===== config.mk =====
export PLATFORM = sky130hd
export DESIGN_NAME = risc_spm_core_param
export DESIGN_NICKNAME = d
export VERILOG_FILES = /design/src/rtl/risc_spm_core_param.sv
export SDC_FILE = /design/constraint.sdc
export NUM_CORES = 1
export LEC_CHECK = 0
export ABC_AREA = 0
export CAP_MARGIN = 20
export CORE_ASPECT_RATIO = 1.4
export CORE_MARGIN = 2
export CORE_UTILIZATION = 57
export CTS_CLUSTER_SIZE = 30
export DETAILED_ROUTE_END_ITERATION = 8
export PLACE_DENSITY = 0.81
export RECOVER_POWER = 50
export SLEW_MARGIN = 5
export SYNTH_ARGS = -nofsm -noshare
export SYNTH_HDL_FRONTEND = slang
export SYNTH_SLANG_ARGS = --single-unit

===== constraint.sdc =====
create_clock -name clk -period 3.94 [get_ports clk]
set_input_delay 0.985 -clock clk [delete_from_list [all_inputs] [get_ports clk]]
set_output_delay 0.985 -clock clk [all_outputs]
set_load 0.01 [all_outputs]

===== src/rtl/risc_spm_core_param.sv =====
// risc_spm_core_param: multi-cycle stored-program RISC core with a req/ready memory port
module risc_spm_core_param #(
  parameter int WORD_SIZE = 8,
  parameter int NUM_REGS  = 4
) (
  input  logic                        clk,
  input  logic                        rst,
  output logic                        mem_req,
  output logic                        mem_we,
  output logic [WORD_SIZE-1:0]        mem_addr,
  output logic [WORD_SIZE-1:0]        mem_wdata,
  input  logic [WORD_SIZE-1:0]        mem_rdata,
  input  logic                        mem_ready,
  output logic                        halted,
  output logic                        illegal,
  output logic                        zero,
  output logic [WORD_SIZE-1:0]        pc,
  output logic                        retire,
  input  logic [$clog2(NUM_REGS)-1:0] dbg_sel,
  output logic [WORD_SIZE-1:0]        dbg_data
);
  localparam int RW = $clog2(NUM_REGS);
  typedef enum logic [2:0] {IDLE, FETCH, DECODE, OPND, DATA, HALT} state_t;
  state_t state_q, state_d;
  logic [WORD_SIZE-1:0] pc_q, pc_d, ir_q, ir_d, ar_q, ar_d, alu;
  logic [WORD_SIZE-1:0] regs_q [NUM_REGS];
  logic [WORD_SIZE-1:0] regs_d [NUM_REGS];
  logic z_q, z_d, ill_q, ill_d, ret_q, ret_d;
  logic [3:0] op;
  logic [RW-1:0] src, dest;
  assign op   = ir_q[WORD_SIZE-1 -: 4];
  assign src  = ir_q[WORD_SIZE-5 -: RW];
  assign dest = ir_q[WORD_SIZE-5-RW -: RW];
  assign alu  = op == 4'h1 ? regs_q[dest] + regs_q[src] :
                op == 4'h2 ? regs_q[dest] - regs_q[src] :
                op == 4'h3 ? regs_q[dest] & regs_q[src] : ~regs_q[src];
  assign mem_req   = state_q inside {FETCH, OPND, DATA};
  assign mem_we    = state_q == DATA && op == 4'h6;
  assign mem_addr  = state_q == DATA ? ar_q : pc_q;
  assign mem_wdata = state_q == DATA ? regs_q[src] : '0;
  assign halted    = state_q == HALT;
  assign illegal   = ill_q;
  assign zero      = z_q;
  assign pc        = pc_q;
  assign retire    = ret_q;
  assign dbg_data  = regs_q[dbg_sel];
  always_comb begin
    state_d = state_q;
    pc_d    = pc_q;
    ir_d    = ir_q;
    ar_d    = ar_q;
    regs_d  = regs_q;
    z_d     = z_q;
    ill_d   = ill_q;
    ret_d   = 1'b0;
    case (state_q)
      IDLE: state_d = FETCH;
      FETCH: if (mem_ready) begin
        ir_d    = mem_rdata;
        pc_d    = pc_q + 1'b1;
        state_d = DECODE;
      end
      DECODE: begin
        if (op inside {[4'h1:4'h4]}) begin
          regs_d[dest] = alu;
          z_d          = alu == '0;
        end
        state_d = op inside {[4'h5:4'h8]} ? OPND : op > 4'h8 ? HALT : FETCH;
        ill_d   = ill_q | (op > 4'h8 && op != 4'hF);
        ret_d   = !(op inside {[4'h5:4'h8]});
      end
      // operand word: branches finish here, RD/WR latch the data address
      OPND: if (mem_ready) begin
        ar_d    = mem_rdata;
        pc_d    = op == 4'h7 || (op == 4'h8 && z_q) ? mem_rdata : pc_q + 1'b1;
        state_d = op inside {4'h7, 4'h8} ? FETCH : DATA;
        ret_d   = op inside {4'h7, 4'h8};
      end
      DATA: if (mem_ready) begin
        if (op == 4'h5) regs_d[dest] = mem_rdata;
        ret_d   = 1'b1;
        state_d = FETCH;
      end
      default: state_d = HALT;
    endcase
  end
  always_ff @(posedge clk) begin
    if (rst) begin
      state_q <= IDLE;
      pc_q    <= '0;
      ir_q    <= '0;
      ar_q    <= '0;
      regs_q  <= '{default: '0};
      z_q     <= 1'b0;
      ill_q   <= 1'b0;
      ret_q   <= 1'b0;
    end else begin
      state_q <= state_d;
      pc_q    <= pc_d;
      ir_q    <= ir_d;
      ar_q    <= ar_d;
      regs_q  <= regs_d;
      z_q     <= z_d;
      ill_q   <= ill_d;
      ret_q   <= ret_d;
    end
  end
endmodule


=== Word-level counts from Yosys, hierarchy flattened ===
Cells that the tools add are included.

* Word-level logic and storage cells: 103
* Register bits after elaboration: 62
* Output and inout bits: 38

* Muxes and demuxes: 36
* Order comparisons: 9
* Add/subtract/negate cells: 3
* Reductions and logical operators: 20
* Bitwise operators: 6
* Equal/unequal tests: 18

{| class="wikitable"
|+ Operators by type and width
! operator !! number
|-
| 8-bit two-way mux || 15
|-
| 32-bit two-way mux || 3
|-
| 32-bit bitwise mux || 2
|-
| 32-bit case mux with 2 select lines || 1
|-
| 8-bit binary-select mux with 2-bit select || 3
|-
| 3-bit two-way mux || 6
|-
| 8-bit demux with 2-bit select || 1
|-
| 8-bit case mux with 2 select lines || 1
|-
| 3-bit case mux with 5 select lines || 1
|-
| 4-bit by 3-bit equality test with 1-bit output (second input constant) || 3
|-
| 3-bit >= comparator (second input constant) || 3
|-
| 2-bit NOT with 3-bit output || 3
|-
| 8-bit by 1-bit adder with 8-bit output (second input constant) || 1
|-
| 8-bit adder || 1
|-
| 8-bit bitwise AND || 1
|-
| 4-bit by 2-bit equality test with 1-bit output (second input constant) || 2
|-
| 8-bit zero test || 1
|-
| 2-bit != test (second input constant) || 4
|-
| 8-bit NOT || 1
|-
| 8-bit subtractor || 1
|-
| 3-bit by 2-bit equality test with 1-bit output (second input constant) || 2
|-
| 3-bit equality test (second input constant) || 2
|-
| 1-bit logical AND || 6
|-
| 2-bit AND reduction || 3
|-
| 21 further kinds || 25
|}

=== Logic depth before layout (Yosys ltp) ===
Gate-level depths: netlist of run 1.

* Depth after elaboration: 11
* Depth in mapped cells: 12

=== Worst setup path after synthesis of run 1 ===
No wires, ideal clock.

* Path kind: register -> register
* Start point: register ir_q[0]
* End point: register z_q, in the netlist zero
* Path buffers: 1
* Arrival: 3.562 ns
* Setup time: 0.084 ns
* Cell stages (with the launch flop): 13
* Required time: 3.856 ns
* Period minus slack after synthesis: 3.647 ns
* Setup slack: 0.293 ns
* Path through: dfxtp_1 > buf_1 > mux4_2 > inv_1 > ha_1 > inv_1 > fa_1 > xnor2_1 > o32ai_1 > a211o_1 > or4_1 > or4_1 > o31ai_2

* Word-level cells in the longest chain between the ends: 9
* Elaborated cells between the ends (all ways): 11

{| class="wikitable"
|+ RTL lines
! what !! RTL line !! source
|-
| start: declaration || 25 || <nowiki>logic [WORD_SIZE-1:0] pc_q, pc_d, ir_q, ir_d, ar_q, ar_d, alu;</nowiki>
|-
| start signal: assignment || 100 || <nowiki>ir_q <= ir_d;</nowiki>
|-
| 2-bit NOT with 3-bit output (implied by the code) * || 34, 35, 36 ||
|-
| 8-bit binary-select mux with 2-bit select * || 34, 35, 36 ||
|-
| 8-bit two-way mux (implied by the code) * (2 in a row) || 34, 35, 36 ||
|-
| parallel branches: the longest is 3 deep, another holds 8-bit subtractor || n/a ||
|-
| 8-bit two-way mux * || 34 || <nowiki>assign alu = op == 4'h1 ? regs_q[dest] + regs_q[src] :</nowiki>
|-
| 8-bit zero test * || 66 || <nowiki>z_d = alu == '0;</nowiki>
|-
| end signal: assignment || 103 || <nowiki>z_q <= z_d;</nowiki>
|-
| end: declaration || 28 || <nowiki>logic z_q, z_d, ill_q, ill_d, ret_q, ret_d;</nowiki>
|}

Every way passes the cells marked *. The select of a mux whose other input is x is not followed.
A chain may end at the register's enable or synchronous reset.

=== Final worst setup path of run 1 ===
* Start point: input dbg_sel[0]
* End point: output dbg_data[1]

* Word-level cells in the longest chain between the ends: 4

{| class="wikitable"
|+ RTL lines
! what !! RTL line !! source
|-
| start: declaration || 19 || <nowiki>input logic [$clog2(NUM_REGS)-1:0] dbg_sel,</nowiki>
|-
| 2-bit NOT with 3-bit output (implied by the code) || 46 || <nowiki>assign dbg_data = regs_q[dbg_sel];</nowiki>
|-
| 8-bit binary-select mux with 2-bit select || 46 ||
|-
| 8-bit two-way mux (implied by the code) (2 in a row) || 46 ||
|-
| end: declaration || 20 || <nowiki>output logic [WORD_SIZE-1:0] dbg_data</nowiki>
|}

Every way passes these cells. The select of a mux whose other input is x is not followed.

==> summary.txt, run 1 <==
Status: complete, no violations
Clk_skew: 0.0112 ns
Power per cell area: 268 nW/um2
CTS Sinks: 62
Fill cells: 602
Total number of vias: 4072
CTS tree: done
Ys Warns: 0
Cell taking the most area after synthesis: dfxtp_1
Slew margin rel.: 0.0170
Nets: 577
FF-to-FF setup slack: 0.39 ns
EDFF count, synth: 0
Vias in the first global route: 3964
Antenna cells: 0
Asr flop ratio synth: 0
Clk slew on worst S/H paths: 0.06 ns
Pins over their slew limit: 0
TNS Setup: 0 ns
Post-synth top flop: dfxtp_1
Slowest CP cell: mux4_2
Slew @ Worst Pin: 1.47 ns
Layout area overhead: 16.6%
Layout cells sized above 1: 0.109
Final Hold Fails: 0
Clk buf depth: 2
Initial antenna violation count: 0
Crit path max-delay family: buffers and inverters
Initial DRC count: 339
# hold bufs at CTS: 0
Clock latency on the worst-skew pair: 0.34 ns
First-pass GRT wire length: 19400 um
GRT Util Overall: 0.299
Critical path launch point type: primary input
Synth top area share: 0.288
Synth Register Bits: 62
Reg power frac: 0.490
Clock H-tree levels: 3
Clock Tree Root: clkbuf_8
Most frequent cells in the layout: nand2_1 (70), dfxtp_1 (62), nor2_1 (55)
Worst Setup End Kind: output pin
Routability cong.: 0.911
TritonRoute pass-1 iters: 7
Ranking of synthesized cells by area: dfxtp_1 (29%), mux4_2 (13%), nand2_1 (6.1%), mux2i_1 (5.1%), ha_1 (4.9%)
Gr ovfl total: 0
Sequential-to-total area share from yosys stat: 0.288
Max-cap violations: 0
Commonest non-fill, non-tap cell in the layout: nand2_1
# DRC: 0
DR vias/cell: 6.29
Req. time, crit path: 2.95 ns
Post-route ant nets: 0
Switch Pwr: 0.000395 W
Die area: 8290 um2
Clock power frac: 0.354
Worst VDD drop: 232 uV
P_leak: 1.82 nW
Mapped Avg Cell Area: 8.51 um2
Crit Path Max Fanout: 8
Final min period: 3.67 ns
Post-CTS setup-driven buffer insertion count: 0
Die Ht: 107 um
Largest net degree at the start of global routing: 34
Tcrit/Tclk final: 0.930
Post-Syn Area: 4310 um2
Total wire length: 11800 um
I/O Buffers: 50
Most common cell on crit path: clkdlybuf4s50_1
Dpl hpwl: 8700 um
Combinational share of power: 0.156
IO Pins: 51
Fmax: 0.273 GHz
Number of core rows: 37
Die width: 77.5 um
RSZ-0062 raised after global routing: false
Setup Viol. Count Final: 0
Critical path class: primary input to output pin
Max incr delay on CP: 0.53 ns
Starting Density: 0.586
Sw frac: 0.293
Wire per inst: 18.3 um
WP buf/inv: 3
CTS Buf Count: 9
Post-synthesis net count: 539
Unique masters post-synth: 61
Core Region: 7360 um2
Post-CTS Resized: 0
Internal power: 0.000951 W
Crit path DAT: 2.68 ns
Final hold slack: 0.459 ns
Min-delay worst type: flip-flop to flip-flop
Cells along the critical path: clkdlybuf4s50_1 > buf_4 > mux4_2 > clkdlybuf4s50_1
Syn Inst Count: 507
layer usage:
metal	part of all wire	wire, um	track usage
met1	0.39	4630	0.356
met2	0.51	6030	0.512
met3	0.059	698	0.0471
met4	0.038	453	0.166
met5	0	0	0
worst register-to-register path, stage by stage (launching register included):
cell and delay (ns):
dfxtp_1 0.68, mux4_2 0.45, inv_1 0.11, ha_1 0.15, inv_1 0.05, fa_1 0.39
xnor2_1 0.18, o32ai_1 0.10, a211o_1 0.31, or4_1 0.45, or4_1 0.43, o31ai_2 0.17
worst paths after layout:
path | startpoint | cells past startpoint | to
max | dbg_sel[0] | 4 | dbg_data[1]
min | ar_q[2] | 2 | ar_q[2]
max reg2reg | ir_q[1] | 11 | zero
min reg2reg | ar_q[2] | 2 | ar_q[2]
kinds of logic (layout without fill, tap and decap cells):
| family | count (synthesis) | after routing | synth area share |
|---|---|---|---|
| adder cells (fa/ha/maj) | 19 | 19 | 0.0586 |
| flip-flops | 62 | 62 | 0.288 |
| AND/OR/NAND/NOR | 204 | 204 | 0.230 |
| XOR/XNOR | 2 | 2 | 0.00406 |
| multiplexers | 50 | 50 | 0.187 |
| AO/OA/AOI/OAI | 115 | 115 | 0.181 |
| buffers and inverters | 55 | 98 | 0.0516 |
registers in the layout, indices dropped and copies added, names as in the netlist:
| signal | cells |
|---|---|
| ar_q | 8 |
| ir_q | 8 |
| zero | 1 |
| regs_q | 32 |
| state_q | 3 |
| pc | 8 |
| illegal | 1 |
| retire | 1 |
cells in the mapped netlist (all sizes together), types with 2 or more instances:
cell / number
or3: 4
a21o: 6
nor4b: 2
nand3: 8
mux4: 24
and2: 4
a2bb2oi: 5
o21ai: 13
mux2i: 22
fa: 2
xnor2: 2
ha: 17
o31ai: 2
or4: 2
nor2: 55
o211a: 2
o32ai: 2
or4b: 2
buf: 11
mux2: 4
nand2: 70
nand3b: 2
nor3b: 8
a31oi: 3
and3: 7
nor3: 11
clkbuf: 27
nor2b: 14
o22ai: 4
nor4: 2
and3b: 3
dfxtp: 62
inv: 17
a31o: 4
nand2b: 4
a21oi: 37
o221a: 2
a211oi: 23
o221ai: 2
a221o: 2
or2: 2
area by class of cell:
class                           instances  area (um2)  share of cell area
Clock buffer                           10         128              0.0254
Clock inverter                          6        38.8             0.00771
Inverter                               17        63.8              0.0127
Multi-Input combinational cell        390        2840               0.566
Sequential cell                        62        1240               0.247
Tap cell                               97         121              0.0241
Timing Repair Buffer                   65         592               0.118
power groups by stage:
stage,clock network (W),registers [W],logic (W)
2_1_floorplan,0,0.000659,0.000152
3_3_place_gp,0,0.000672,0.000206
4_1_cts,0.000486,0.000659,0.000211
3_5_place_dp,0,0.000673,0.000209
5_1_grt,0.000516,0.000662,0.000229
6_report,0.000477,0.000659,0.000211
stage by stage:
stage                      util  area (um2)  cells  setup WS [ns]  power, W
after floorplan               -        4310    507          0.293  0.000811
after global placement    0.663        4880    631          0.310  0.000878
after detailed placement  0.663        4880    631          0.278  0.000882
after CTS                 0.686        5050    647          0.266   0.00136
after global routing      0.683        5030    647          0.148   0.00141
final                     0.683        5030    647          0.274   0.00135
(Power assumes the default switching activity.)
==> run 2: changes to the inputs <==
- TNS_END_PERCENT: unset -> 20
==> results of run 2 <==
Same layout as run 1: the final DEF is identical, and so are final timing and power.
